$ cat config.mk
export PLATFORM = sky130hd
export DESIGN_NAME = pc_redirect_unit
export DESIGN_NICKNAME = d
export VERILOG_FILES = /design/src/rtl/pc_redirect_unit.sv
export SDC_FILE = /design/constraint.sdc
export NUM_CORES = 1
export LEC_CHECK = 0
export ABC_AREA = 1
export ABC_CLOCK_PERIOD_IN_PS = 3800
export BUFFER_PORTS_ARGS = -buffer_cell sky130_fd_sc_hd__buf_2
export CORE_ASPECT_RATIO = 0.5
export CORE_MARGIN = 3
export CORE_UTILIZATION = 40
export CTS_CLUSTER_SIZE = 14
export DETAILED_ROUTE_END_ITERATION = 8
export GPL_TIMING_DRIVEN = 0
export PLACE_DENSITY = 0.61
export SETUP_SLACK_MARGIN = 0.02
export SLEW_MARGIN = 5
export SYNTH_ARGS = -nofsm -noshare
export SYNTH_HDL_FRONTEND = slang
export SYNTH_SLANG_ARGS = --single-unit
export TNS_END_PERCENT = 1
$ cat constraint.sdc
create_clock -name i_clk -period 3.8 [get_ports i_clk]
set_input_delay 0.57 -clock i_clk [delete_from_list [all_inputs] [get_ports i_clk]]
set_output_delay 0.57 -clock i_clk [all_outputs]
set_load 0.1 [all_outputs]
$ cat src/rtl/pc_redirect_unit.sv
// pc_redirect_unit: fetch PC generator with branch/jump redirect, wrong-path squash and
// misaligned-target trap.
module pc_redirect_unit #(
    parameter logic [31:0] RESET_PC   = 32'h0000_0000,
    parameter logic [31:0] TRAP_VEC   = 32'h0000_0100,
    parameter int          SQUASH_CYC = 2,
    parameter int          CNT_W      = 16
) (
    input  logic             i_clk,
    input  logic             i_rst,
    input  logic             i_stall,
    input  logic             i_ex_valid,
    input  logic             i_ex_is_branch,
    input  logic             i_ex_is_jump,
    input  logic             i_ex_taken,
    input  logic [31:0]      i_ex_target,
    input  logic             i_exc_ack,
    output logic [31:0]      o_pc,
    output logic             o_pc_valid,
    output logic             o_flush,
    output logic             o_exc,
    output logic [31:0]      o_exc_addr,
    output logic [CNT_W-1:0] o_redirect_cnt
);
    typedef enum logic [1:0] {RUN, SQUASH, TRAP} state_t;
    state_t state_q, state_d;
    logic [31:0] pc_q, pc_d, addr_q, addr_d;
    logic valid_q, valid_d, flush_q, flush_d, exc_q, exc_d;
    logic [2:0] sq_q, sq_d;
    logic [CNT_W-1:0] cnt_q, cnt_d;
    logic redirect, misalign;
    assign redirect = i_ex_valid & (i_ex_is_jump | (i_ex_is_branch & i_ex_taken));
    assign misalign = redirect & (i_ex_target[1:0] != 2'b00);
    always_comb begin
        state_d = state_q;
        pc_d    = pc_q;
        addr_d  = addr_q;
        valid_d = valid_q;
        flush_d = 1'b0;
        exc_d   = exc_q;
        sq_d    = sq_q;
        cnt_d   = cnt_q;
        if (state_q == TRAP) begin
            if (i_exc_ack) begin
                state_d = RUN;
                exc_d   = 1'b0;
                pc_d    = TRAP_VEC;
                valid_d = 1'b1;
            end
        end else if (redirect && !misalign) begin
            state_d = SQUASH;
            pc_d    = i_ex_target;
            valid_d = 1'b0;
            flush_d = 1'b1;
            sq_d    = 3'(SQUASH_CYC);
            cnt_d   = (&cnt_q) ? cnt_q : cnt_q + 1'b1;
        end else if (misalign) begin
            state_d = TRAP;
            exc_d   = 1'b1;
            addr_d  = i_ex_target;
            valid_d = 1'b0;
            flush_d = 1'b1;
            sq_d    = 3'd0;
        end else if (state_q == SQUASH) begin
            sq_d    = sq_q - 3'd1;
            state_d = (sq_q == 3'd1) ? RUN : SQUASH;
            valid_d = (sq_q == 3'd1);
        end else if (!i_stall) begin
            pc_d = pc_q + 32'd4;
        end
    end
    always_ff @(posedge i_clk or posedge i_rst) begin
        if (i_rst) begin
            state_q <= RUN;
            pc_q    <= RESET_PC;
            addr_q  <= '0;
            valid_q <= 1'b1;
            flush_q <= 1'b0;
            exc_q   <= 1'b0;
            sq_q    <= '0;
            cnt_q   <= '0;
        end else begin
            state_q <= state_d;
            pc_q    <= pc_d;
            addr_q  <= addr_d;
            valid_q <= valid_d;
            flush_q <= flush_d;
            exc_q   <= exc_d;
            sq_q    <= sq_d;
            cnt_q   <= cnt_d;
        end
    end
    assign o_pc           = pc_q;
    assign o_pc_valid     = valid_q;
    assign o_flush        = flush_q;
    assign o_exc          = exc_q;
    assign o_exc_addr     = addr_q;
    assign o_redirect_cnt = cnt_q;
endmodule

# After elaboration in Yosys (flattened, before gate mapping)
# Cells that the tools add are included.
[totals] input_bits=40 regBits=88
[classes] add_sub_neg=3 eq_ne=8 bitwise_logic=7 n_mux=27 reduce_logical=13
[ops] cell="two-way mux 32 bit" n=6
[ops] cell="adder 32 x 3 -> 32 bit, second input constant" n=1
[ops] cell="adder 16 x 1 -> 16 bit, second input constant" n=1
[ops] cell="AND reduction 16 bit" n=1
[ops] cell="two-way mux 1 bit" n=13
[ops] cell="two-way mux 2 bit" n=5
[ops] cell="two-way mux 3 bit" n=3
[ops] cell="AND reduction 3 bit" n=3
[ops] cell="!= test 3 x 1 -> 1 bit, second input constant" n=2
[ops] cell="!= test 2 bit, second input constant" n=2
[ops] cell="AND reduction 2 bit" n=2
[ops] cell="AND reduction 4 bit" n=1
[ops] cell="nonzero test 2 bit" n=2
[ops] cell="nonzero test 4 bit" n=1
[ops] cell="bitwise AND 1 bit" n=3
[ops] cell="== test 3 x 1 -> 1 bit, second input constant" n=1
[ops] cell="!= test 3 bit, second input constant" n=1
[ops] cell="NOT 1 bit" n=3
[ops] cell="nonzero test 3 bit" n=1
[ops] cell="subtractor 3 x 1 -> 3 bit, second input constant" n=1
[ops] cell="== test 2 x 1 -> 1 bit, second input constant" n=1
[ops] cell="== test 2 bit, second input constant" n=1
[ops] cell="logical AND 1 bit" n=1
[ops] cell="zero test 1 bit" n=1
[ops] cell="bitwise OR 1 bit" n=1

# Depth between registers and ports, before layout
[depth] depth_word=8 mapped_depth=12 depth_no_buf=10

# Worst setup path before layout
# Ideal clock, no wire load.
[synth_path] kind="register -> register" startpoint="register pc_q[3], in the netlist o_pc[3]" endpoint="register pc_q[22], in the netlist o_pc[22]" setup_slack_ns=1.507 path_stages_with_launch=9 n_path_buf=0 t_required_ns=3.677 period_less_slack_ns=2.293 t_arrival_ns=2.170 cell_sequence="dfrtp_1 > ha_1 > nand2_1 > nor2_1 > nand2_1 > nor2_1 > nand3_1 > nand3_1 > a21oi_1"
[synth_between] elab_chain_len=6
[synth_rtl] element="start, declared" line="27" rtl="logic [31:0] pc_q, pc_d, addr_q, addr_d;"
[synth_rtl] element="start signal, assigned" line="84" rtl="pc_q <= pc_d;"
[synth_rtl] element="adder 32 x 3 -> 32 bit" line="69" rtl="pc_d = pc_q + 32'd4;"
[synth_rtl] element="two-way mux 32 bit" line="68" rtl="end else if (!i_stall) begin"
[synth_rtl] element="two-way mux 32 bit" line="64" rtl="end else if (state_q == SQUASH) begin"
[synth_rtl] element="two-way mux 32 bit" line="57" rtl="end else if (misalign) begin"
[synth_rtl] element="two-way mux 32 bit" line="50" rtl="end else if (redirect && !misalign) begin"
[synth_rtl] element="two-way mux 32 bit" line="43" rtl="if (state_q == TRAP) begin"
# Every way passes these cells. The select of a mux whose other input is x is not followed.
# A chain may end at the register's enable or synchronous reset.

# Final worst setup path
[layout_path] startpoint="register state_q[0]" endpoint="register pc_q[30], in the netlist o_pc[30]"
[layout_between] elab_chain_len=3 elab_cells_between_ends=8 cone_classes="eq/ne (6); mux (1); reduce/logical (1)"
[layout_rtl] element="start, declared" line="26" rtl="state_t state_q, state_d;"
[layout_rtl] element="start signal, assigned" line="83" rtl="state_q <= state_d;"
[layout_rtl] element="== test 2 bit or == test 2 x 1 -> 1 bit (tied branches)" line="43, 64"
[layout_rtl] element="!= test 3 bit (no line) (tied with other cells)"
[layout_rtl] element="AND reduction 4 bit (no line)"
# Several ways; a longest one is shown, not always the timed one.

==> results.py <==
metrics = {
    "synthesis": {
        "ys_top_cells_by_area": "dfrtp_1 (45%), nand2_1 (17%), nor2_1 (6.9%)",
        "yosys_warnings": 0,
        "syn_nets": 726,
        "yosysTopAreaCellShare_pct": 44.6,
        "synth.largest_area_cell": "dfrtp_1",
        "synthDistinctLibCells": 32,
        "ys_ff_latch": 88,
        "syn_area_um2": 4880,
        "syn_area_per_cell_um2": 7.16,
        "synth_cells": 682,
        "ys_seq_area_share_pct": 45.1,
    },
    "route": {
        "vias_per_cell": 4.94,
        "vias": 4841,
        "wirelength_um": 14600,
        "drtAntennaViolNets": 0,
        "wl_per_cell_um": 14.9,
        "drcViolationCount": 0,
        "drtIter0Drc": 298,
        "first_pass_iters": 4,
    },
    "clock_network": {
        "htree_levels": 3,
        "cts-root-buf": "clkbuf_16",
        "clock_path_buffers": 2,
        "post-cts-setup-buffers": 0,
        "clkLatencyLatePin_ns": 0.35,
        "cts_buffers": 9,
        "hold_buffers": 0,
        "clk_pin_slew_ns": 0.07,
        "cts-resized-gates": 0,
        "clkSinkCount": 88,
        "cts_tree": "done",
    },
    "critical_path": {
        "critical_path_class": "flip-flop to flip-flop",
        "crit_path_end": "o_pc[30]",
        "path_max_fanout": 10,
        "cp.arrival_ns": 2.11,
        "endpoint_kind": "flip-flop",
        "start_kind": "flip-flop",
        "critPathLaunch": "state_q[0]",
        "r2r_setup_slack_ns": 1.91,
        "critical_path_required_ns": 4.02,
        "r2r-start": "state_q[0]",
        "r2r_end": "o_pc[30]",
        "r2r_cells": 8,
    },
    "global_routing": {
        "grt_overflow_total": 0,
        "grt_first_pass_wirelength_um": 23600,
        "grt_max_degree": 54,
        "grt_pass1_vias": 4486,
        "grt.total_usage_pct": 21.8,
        "antenna_found_initial": 0,
    },
    "sta": {
        "layout_worst_path_cycle_share_pct": 49.9,
        "setup_violations": 0,
        "final-max-slew-violation-count": 0,
        "slew_headroom_pct": 54.0,
        "rsz0062_at_grt": "false",
        "finalClockSkew_ns": 0.00751,
        "timing.fmax_mhz": 528,
        "hold_viol": 0,
        "worst_slew_pin_slew_ns": 0.690,
        "fin_crit_ns": 1.89,
        "final.setup.tns_ns": 0,
    },
    "layout": {
        "area_delta_synth_final_pct": 23.3,
        "multi_input_area_um2": 2260,
        "drive_above_1_share_pct": 20.1,
        "nets": 860,
        "fill_cells": 1190,
        "antenna_cells": 0,
        "fin_util_pct": 52.5,
        "ff_latch_area_um2": 2200,
    },
    "floorplan": {
        "initial_utilization_pct": 42.6,
        "num_rows": 27,
        "fp.dieArea_um2": 13600,
        "io_pins": 123,
        "die_w_um": 162,
        "coreArea_um2": 11500,
        "die_h_um": 84.1,
    },
    "placed_design": {
        "io_buffers": 122,
        "dpl.hpwl_um": 11200,
        "place_congestion": 0.941,
    },
    "job": {
        "max_cap_viol_count": 0,
    },
    "hold_path": {
        "hp-class": "input port to asynchronous set/reset pin",
    },
    "status": {
        "outcome": "finished, final reports clean",
    },
}
[sequential cells by signal (all words and copies together), names as in the netlist]
name            count
o_redirect_cnt     16
sq_q                3
state_q             2
o_pc_valid          1
o_flush             1
o_exc_addr         32
o_pc               32
o_exc               1
[cells in the final DEF (no fill, tap or decap), types with 10 or more instances in the layout]
cell / Yosys / final
nor3_1: 10 / 10
nor2_1: 90 / 90
dfrtp_1: 87 / 87
nand3_1: 44 / 44
o21ai_0: 54 / 54
nand2_1: 224 / 224
a21oi_1: 28 / 28
inv_1: 72 / 71
buf_2: 6 / 128
[worst min path at each step]
stage / from / to
detailed placement: o_exc_addr[4] / o_exc_addr[4]
global route: i_rst / o_redirect_cnt[1]
CTS: i_rst / o_redirect_cnt[0]
finish: i_rst / o_redirect_cnt[0]
global placement: o_exc_addr[9] / o_exc_addr[9]
floorplan: sq_q[2] / sq_q[2]
[cell families (layout without fill, tap and decap cells)]
logic type	count (synthesis)	count (layout)	synth area share, %
compound gates	94	94	10.1
simple gates	385	385	32.2
flops	88	88	45.1
xor+xnor	17	17	3.05
buf+inv	94	233	8.46
fa+ha+maj	4	4	1.03
[layout make-up]
type	count	area share, %
repair buffers	123	10.5
multi-input cells	500	37.6
plain buffers	19	2.18
inverters	75	4.72
flip-flops and latches	88	36.6
clock inverters	7	1.29
clock buffers	9	3.74
well taps	159	3.31
[through the flow]
step           area (um^2)  instances  setup slack [ns]  hold WS (ns)
6_report              6020        980              1.91         0.330
5_1_grt               6020        980              1.70         0.387
4_1_cts               6020        980              1.92         0.361
3_5_place_dp          5710        964              1.58         0.453
3_3_place_gp          5690        963            -0.314         0.450
2_1_floorplan         4880        682             0.953         0.496
[synth_stat cells, drive strengths merged]
master,instances
a21boi,2
nor2,94
nand2,226
dfrtp,87
o21bai,2
o22ai,2
nand4,4
clkbuf,5
dfstp,1
o21a,1
xor2,9
clkinv,1
and2,3
a21oi,29
o21ai,57
inv,74
xnor2,8
buf,14
a22o,1
nand3b,3
ha,4
nand3,45
nor3,10
[layer usage]
metal	track usage [%]	share of wire (%)
met5	0	0
met4	3.17	0.48
met3	5.40	5.8
met2	33.6	44
met1	31.7	49
[critical path: stages, from the launching register on]
cell and delay, ns:
dfrtp_1 0.45, nor2_4 0.19, inv_2 0.08, nand2_1 0.11, buf_6 0.17, clkinv_1 0.29
buf_2 0.31, nand3_1 0.10, a21oi_1 0.07
Power is not shown: default switching activity piles up to over one toggle a cycle in this logic, so the estimate is an artifact.
